## src/rtl/audio_i2s_tx_if.sv

```systemverilog
// audio_i2s_tx_if
// Sample-side handshake between the volume-scaling stage and the I2S
// transmitter.
//   aud_vld  : 1-clk strobe, lft_in/rht_in valid
//   lft_in   : signed left sample
//   rht_in   : signed right sample
//   frm_strt : 1-clk pulse from the transmitter at each frame boundary,
//              used upstream to pace sample production
// Modports: master = sample producer, slave = audio_i2s_tx.
interface audio_i2s_tx_if #(
    parameter int DATA_W = 16
);
    logic              aud_vld;
    logic [DATA_W-1:0] lft_in;
    logic [DATA_W-1:0] rht_in;
    logic              frm_strt;

    modport master (
        output aud_vld,
        output lft_in,
        output rht_in,
        input  frm_strt
    );

    modport slave (
        input  aud_vld,
        input  lft_in,
        input  rht_in,
        output frm_strt
    );
endinterface

```

## src/rtl/audio_i2s_tx.sv

```systemverilog
// audio_i2s_tx
// I2S transmitter: serialises signed left/right sample pairs to a codec DAC,
// generating bclk, lrclk and sdout from the system clock. One sample pair is
// held pending; at each frame boundary it moves into the frame registers that
// are being shifted out. If nothing is pending the last frame repeats.
//
// Ports:
//   clk   : system clock
//   rst   : asynchronous reset, active-high
//   aud   : audio_i2s_tx_if.slave (aud_vld, lft_in, rht_in in; frm_strt out)
//   udf   : 1-clk pulse, frame boundary with no pending sample
//   ovr   : 1-clk pulse, pending sample overwritten before use
//   bclk  : I2S bit clock
//   lrclk : I2S word select, 0 = left, 1 = right
//   sdout : I2S serial data, MSB first, one bclk after the lrclk edge
//
// Build option:
//   MUTE_ON_UDF_EN : when defined, an underflow boundary loads zeros into the
//                    frame registers instead of repeating the last pair.
module audio_i2s_tx #(
    parameter int BCLK_DIV  = 4,
    parameter int SLOT_BITS = 32,
    parameter int DATA_W    = 16
) (
    input  logic           clk,
    input  logic           rst,
    audio_i2s_tx_if.slave  aud,
    output logic           udf,
    output logic           ovr,
    output logic           bclk,
    output logic           lrclk,
    output logic           sdout
);

    localparam int DIV_W = $clog2(BCLK_DIV);
    localparam int BIT_W = $clog2(2 * SLOT_BITS);
    localparam int IDX_W = $clog2(DATA_W);

    localparam logic [DIV_W-1:0] DIV_LAST = DIV_W'(BCLK_DIV - 1);
    localparam logic [DIV_W-1:0] DIV_HALF = DIV_W'(BCLK_DIV / 2);
    localparam logic [BIT_W-1:0] BIT_LAST = BIT_W'(2 * SLOT_BITS - 1);
    localparam logic [BIT_W-1:0] SLOT_B   = BIT_W'(SLOT_BITS);
    localparam logic [BIT_W-1:0] DATA_B   = BIT_W'(DATA_W);

    logic [DIV_W-1:0]  div_cnt;
    logic [BIT_W-1:0]  bit_cnt;
    logic [DATA_W-1:0] pend_lft;
    logic [DATA_W-1:0] pend_rht;
    logic              pend_full;
    logic [DATA_W-1:0] frame_lft;
    logic [DATA_W-1:0] frame_rht;
    logic              frame0_done;

    logic              fall;
    logic              boundary;
    logic              load;
    logic              underrun;
    logic [DIV_W-1:0]  div_next;
    logic [BIT_W-1:0]  bit_next;
    logic              right_next;
    logic [BIT_W-1:0]  pos_next;
    logic [DATA_W-1:0] sample_next;
    logic [IDX_W-1:0]  sample_idx;
    logic              sdout_next;

    // Timing decode: the divider wrap is the bclk falling edge, and the
    // fall on the last bit of the frame is the frame boundary. Next-state
    // bit position is decoded here so lrclk/sdout can be registered on the
    // same edge that bit_cnt advances.
    always_comb begin
        fall        = (div_cnt == DIV_LAST);
        div_next    = fall ? '0 : div_cnt + 1'b1;
        boundary    = fall && (bit_cnt == BIT_LAST);
        load        = boundary && pend_full;
        underrun    = boundary && !pend_full;
        bit_next    = bit_cnt;
        if (fall) begin
            bit_next = boundary ? '0 : bit_cnt + 1'b1;
        end
        right_next  = (bit_next >= SLOT_B);
        pos_next    = right_next ? (bit_next - SLOT_B) : bit_next;
        sample_next = right_next ? frame_rht : frame_lft;
        sample_idx  = IDX_W'(DATA_W - int'(pos_next));
        sdout_next  = 1'b0;
        // Slot position 0 is the I2S one-bclk delay; MSB goes out at 1.
        if ((pos_next != '0) && (pos_next <= DATA_B)) begin
            sdout_next = sample_next[sample_idx];
        end
    end

    // Bit-clock generation and serial outputs. bclk is high for the upper
    // half of the divider count; lrclk/sdout change only on the falling edge.
    always_ff @(posedge clk or posedge rst) begin
        if (rst) begin
            div_cnt <= '0;
            bit_cnt <= '0;
            bclk    <= 1'b0;
            lrclk   <= 1'b0;
            sdout   <= 1'b0;
        end else begin
            div_cnt <= div_next;
            bclk    <= (div_next >= DIV_HALF);
            if (fall) begin
                bit_cnt <= bit_next;
                lrclk   <= right_next;
                sdout   <= sdout_next;
            end
        end
    end

    // Sample buffering. A new pair always becomes pending; a pair arriving
    // on the boundary edge lands in pending while the old one is loaded, so
    // it is not an overrun. Frame 0 after reset is silence and its end is
    // never reported as an underflow.
    always_ff @(posedge clk or posedge rst) begin
        if (rst) begin
            pend_lft     <= '0;
            pend_rht     <= '0;
            pend_full    <= 1'b0;
            frame_lft    <= '0;
            frame_rht    <= '0;
            frame0_done  <= 1'b0;
            aud.frm_strt <= 1'b0;
            udf          <= 1'b0;
            ovr          <= 1'b0;
        end else begin
            if (aud.aud_vld) begin
                pend_lft <= aud.lft_in;
                pend_rht <= aud.rht_in;
            end
            pend_full <= aud.aud_vld || (pend_full && !load);
            if (load) begin
                frame_lft <= pend_lft;
                frame_rht <= pend_rht;
            end
`ifdef MUTE_ON_UDF_EN
            else if (underrun) begin
                frame_lft <= '0;
                frame_rht <= '0;
            end
`endif
            if (boundary) begin
                frame0_done <= 1'b1;
            end
            aud.frm_strt <= boundary;
            udf          <= underrun && frame0_done;
            ovr          <= aud.aud_vld && pend_full && !load;
        end
    end

endmodule

```

## src/flat_wrapper.sv

```systemverilog
// flat-port wrapper written by rule: the top's interface ports become plain ports
module audio_i2s_tx_flat 
#(
    parameter int BCLK_DIV  = 4,
    parameter int SLOT_BITS = 32,
    parameter int DATA_W    = 16
)
  (clk, rst, udf, ovr, bclk, lrclk, sdout, aud_aud_vld, aud_lft_in, aud_rht_in, aud_frm_strt);
  audio_i2s_tx_if #(.DATA_W(DATA_W)) aud_i ();
  input  logic clk;
  input  logic rst;
  output logic udf;
  output logic ovr;
  output logic bclk;
  output logic lrclk;
  output logic sdout;
  input wire logic [$bits(aud_i.aud_vld)-1:0] aud_aud_vld;
  input wire logic [$bits(aud_i.lft_in)-1:0] aud_lft_in;
  input wire logic [$bits(aud_i.rht_in)-1:0] aud_rht_in;
  output wire logic [$bits(aud_i.frm_strt)-1:0] aud_frm_strt;
  assign aud_i.aud_vld = aud_aud_vld;
  assign aud_i.lft_in = aud_lft_in;
  assign aud_i.rht_in = aud_rht_in;
  assign aud_frm_strt = aud_i.frm_strt;
  audio_i2s_tx #(.BCLK_DIV(BCLK_DIV), .SLOT_BITS(SLOT_BITS), .DATA_W(DATA_W)) u_core (.clk(clk), .rst(rst), .aud(aud_i), .udf(udf), .ovr(ovr), .bclk(bclk), .lrclk(lrclk), .sdout(sdout));
endmodule
```

## config.mk

```make
export PLATFORM = sky130hd
export DESIGN_NAME = audio_i2s_tx_flat
export DESIGN_NICKNAME = d
export VERILOG_FILES = /design/src/rtl/audio_i2s_tx_if.sv /design/src/rtl/audio_i2s_tx.sv /design/src/flat_wrapper.sv
export SDC_FILE = /design/constraint.sdc
export NUM_CORES = 1
export LEC_CHECK = 0
export ABC_CLOCK_PERIOD_IN_PS = 3600
export CAP_MARGIN = 20
export CORE_ASPECT_RATIO = 1.1
export CORE_UTILIZATION = 56
export DETAILED_ROUTE_END_ITERATION = 10
export PLACE_DENSITY = 0.86
export SYNTH_ARGS = -nofsm -noshare
export SYNTH_HDL_FRONTEND = slang
export SYNTH_SLANG_ARGS = --single-unit
```

## constraint.sdc

```tcl
create_clock -name clk -period 3.6 [get_ports clk]
set_clock_uncertainty 0.05 [all_clocks]
set_input_delay 0.72 -clock clk [delete_from_list [all_inputs] [get_ports clk]]
set_output_delay 0.72 -clock clk [all_outputs]
set_load 0.005 [all_outputs]
```

==> impl_metrics.json <==
{
  "coreArea_um2": 6306,
  "power.density_nw_per_um2": 384.6,
  "io_pins": 41,
  "antenna_found_initial": 0,
  "drt_iter0_markers": 144,
  "slew-limit-headroom": 0.6461,
  "setup_violations": 0,
  "htree_levels": 3,
  "internal_power_w": 0.001344,
  "ys_types": 58,
  "grt_max_degree": 35,
  "final_cell_area_um2": 4441,
  "synth-warning-count": 0,
  "via_per_inst": 5.891,
  "synth.yosys.seq_area_share": 0.5265,
  "finalCriticalPeriod_ns": 3.248,
  "final_core_utilization": 0.7042,
  "holdPathStages": 1,
  "fin_crit_sh": 0.9023,
  "postRouteAntennaNets": 0,
  "cts_tree": "built",
  "postCtsSetupRepairBufs": 0,
  "nNetsFinal": 375,
  "root_buffer": "clkbuf_8",
  "syn_inst": 291,
  "grt_pass1_vias": 2560,
  "clk_latency_ns": 0.35,
  "syn_area_um2": 3755,
  "synth_fp_nets": 329,
  "cp.arrival_ns": 3.43,
  "track_usage": 0.2472,
  "place.gp.congestion": 0.9256,
  "synth-edff-count": 0,
  "max_freq_mhz": 307.9,
  "async_flop_share": 1.000,
  "die_area_um2": 7037,
  "drt_wl_total_mm": 7.442,
  "r2r.worst_path.cells": 12,
  "synth_ff_type": "dfrtp_1",
  "overflow": 0,
  "holdWs_ns": 0.3889,
  "hp-start": "u_core.div_cnt[0]$_DFF_PP0_",
  "critPathBufInv": 1,
  "crit_family": "compound AO/OA/AOI/OAI gates",
  "crit_slowest_cell": "mux4_2",
  "setup_ws_ns": 0.3519,
  "cap_violations": 0,
  "n_antenna_cell": 0,
  "clkPwrFrac": 0.388,
  "path_class": "register to register",
  "path_cells": "ha_1, nand4_1, o31a_1, clkinv_1, ha_1, xnor2_4, xnor2_4, mux4_2, o21ai_0, a21oi_1, o221ai_2, o31ai_2",
  "p_leak_nw": 1.990,
  "crit_path_max_incr_delay_ns": 0.55,
  "rr_startpoint": "u_core.bit_cnt[0]$_DFFE_PP0P_",
  "hp-class": "register to register",
  "drc": 0,
  "die_h_um": 87.88,
  "worst_slew_pin_slew_ns": 0.5291,
  "irDropWorstVdd_mv": 0.3455,
  "postPlaceCellArea_um2": 4243,
  "status": "finished clean",
  "rsz0062_at_grt": "no",
  "postCtsHoldBufs": 0,
  "hold_violations": 0,
  "die_w_um": 80.08,
  "clk_pin_slew_worst_paths_ns": 0.07,
  "r2r_end": "u_core.sdout$_DFFE_PP0P_",
  "power_frac_seq": 0.551,
  "path_depth": 12,
  "drive_above_1_share": 0.3050,
  "regArea_um2": 1977,
  "slew_viol_final": 0,
  "comb_power_share": 0.061,
  "wire_per_inst_um": 17.68,
  "cts.sinks": 79,
  "cp-start-kind": "register",
  "clockBufferDepth": 2,
  "crit_fanout": 11,
  "grt_pass1_wl_mm": 12.70,
  "placementRows": 30,
  "totalNegativeSetupSlack_ns": 0,
  "multiInputGateArea_um2": 1664,
  "switching_share": 0.2130,
  "portBuffers": 40,
  "dp_hpwl_mm": 5.361,
  "ys_ff_latch": 79,
  "fillers": 477,
  "numCtsBuffers": 9,
  "critPathRequiredTime_ns": 3.78,
  "hold_end": "u_core.div_cnt[0]$_DFF_PP0_",
  "synth_area_per_cell_um2": 12.90,
  "cts_resized": 0,
  "num_vias": 2480,
  "layout_commonest_cell": "dfrtp_1",
  "drt_pre_antenna_iters": 4,
  "switchingPower_w": 0.0003638,
  "post-place-ws_ns": 0.3599,
  "final_cell_mix": "dfrtp_1 (79), mux2_2 (65), clkdlybuf4s50_1 (40)",
  "initial_core_util": 0.5954,
  "cp-end-kind": "register",
  "r2r_setup_slack_ns": 0.35,
  "syn_to_final_growth_pct": 18.26
}
## cell usage after synthesis (2+ instances only)
cell type / instances / share of area
buf_1: 3 / 0.0030
dfrtp_1: 79 / 0.53
xnor2_1: 6 / 0.014
nand4_1: 2 / 0.0033
a21oi_1: 7 / 0.0093
nand2_2: 2 / 0.0033
buf_6: 3 / 0.0090
nor3_1: 9 / 0.012
a211oi_1: 4 / 0.0080
xnor2_4: 2 / 0.015
nand2_1: 13 / 0.013
and2_1: 2 / 0.0033
a211o_1: 2 / 0.0047
mux2_2: 65 / 0.19
ha_1: 3 / 0.010
o21ai_0: 10 / 0.013
mux2i_1: 8 / 0.021
nor2_1: 11 / 0.011
clkbuf_1: 6 / 0.0060
o21bai_1: 2 / 0.0040
a21o_1: 2 / 0.0040
nand2b_1: 3 / 0.0050
buf_4: 2 / 0.0040
o2111ai_1: 2 / 0.0047
a31oi_1: 2 / 0.0033
inv_1: 6 / 0.0060
xor2_1: 2 / 0.0047
o211ai_1: 3 / 0.0060
## layout make-up
class,instances,area share
Multi-Input combinational cell,190,0.3748
Sequential cell,79,0.4452
Clock inverter,3,0.009580
Clock buffer,12,0.03494
Tap cell,80,0.02254
Timing Repair Buffer,50,0.1071
Inverter,7,0.005917
## stage by stage
step	power, W	std cells
floorplan	0.001009	291
global placement	0.001061	406
detailed placement	0.001067	406
global route	0.001774	421
finish	0.001708	421
CTS	0.001724	421
## logic make-up after synthesis
family                   Yosys count  share of synthesized area
AO/OA/AOI/OAI                     46                    0.09030
XOR/XNOR                          10                    0.03332
adder cells (fa/ha/maj)            3                   0.009998
buffers and inverters             22                    0.03032
flip-flops                        79                     0.5265
multiplexers                      74                     0.2223
AND/OR/NAND/NOR                   57                    0.08731
## flip-flops by register name, summed over array words and instances, names as in the netlist, 6 cells and up
register and cells:
u_core.frame_rht 16, u_core.bit_cnt 6, u_core.pend_rht 16, u_core.frame_lft 16, u_core.pend_lft 16
## how the worst max path moves through the flow
stage / from / endpoint / slack (ns)
after global placement: u_core.bit_cnt[0]$_DFFE_PP0P_ / u_core.sdout$_DFFE_PP0P_ / 0.43
after CTS: u_core.bit_cnt[0]$_DFFE_PP0P_ / u_core.sdout$_DFFE_PP0P_ / 0.36
final: u_core.bit_cnt[0]$_DFFE_PP0P_ / u_core.sdout$_DFFE_PP0P_ / 0.35
after global routing: u_core.bit_cnt[0]$_DFFE_PP0P_ / u_core.sdout$_DFFE_PP0P_ / 0.05
after floorplan: u_core.bclk$_DFF_PP0_ / u_core.sdout$_DFFE_PP0P_ / 0.38
after detailed placement: u_core.bit_cnt[0]$_DFFE_PP0P_ / u_core.sdout$_DFFE_PP0P_ / 0.36
## routing by layer
metal | wire length (um) | GRT usage
met4 | 210 | 0.1412
met2 | 3672 | 0.3955
met5 | 0 | 0
met1 | 3254 | 0.3101
met3 | 305 | 0.05729
## power by group through the flow
stage	sequential (W)	clock, W	combinational, W
2_1_floorplan	0.000952	0	0.0000571
3_3_place_gp	0.000958	0	0.000102
3_5_place_dp	0.000960	0	0.000107
4_1_cts	0.000942	0.000675	0.000107
5_1_grt	0.000947	0.000711	0.000116
6_report	0.000941	0.000662	0.000104
No activity file was read; power rests on OpenSTA's default activity.
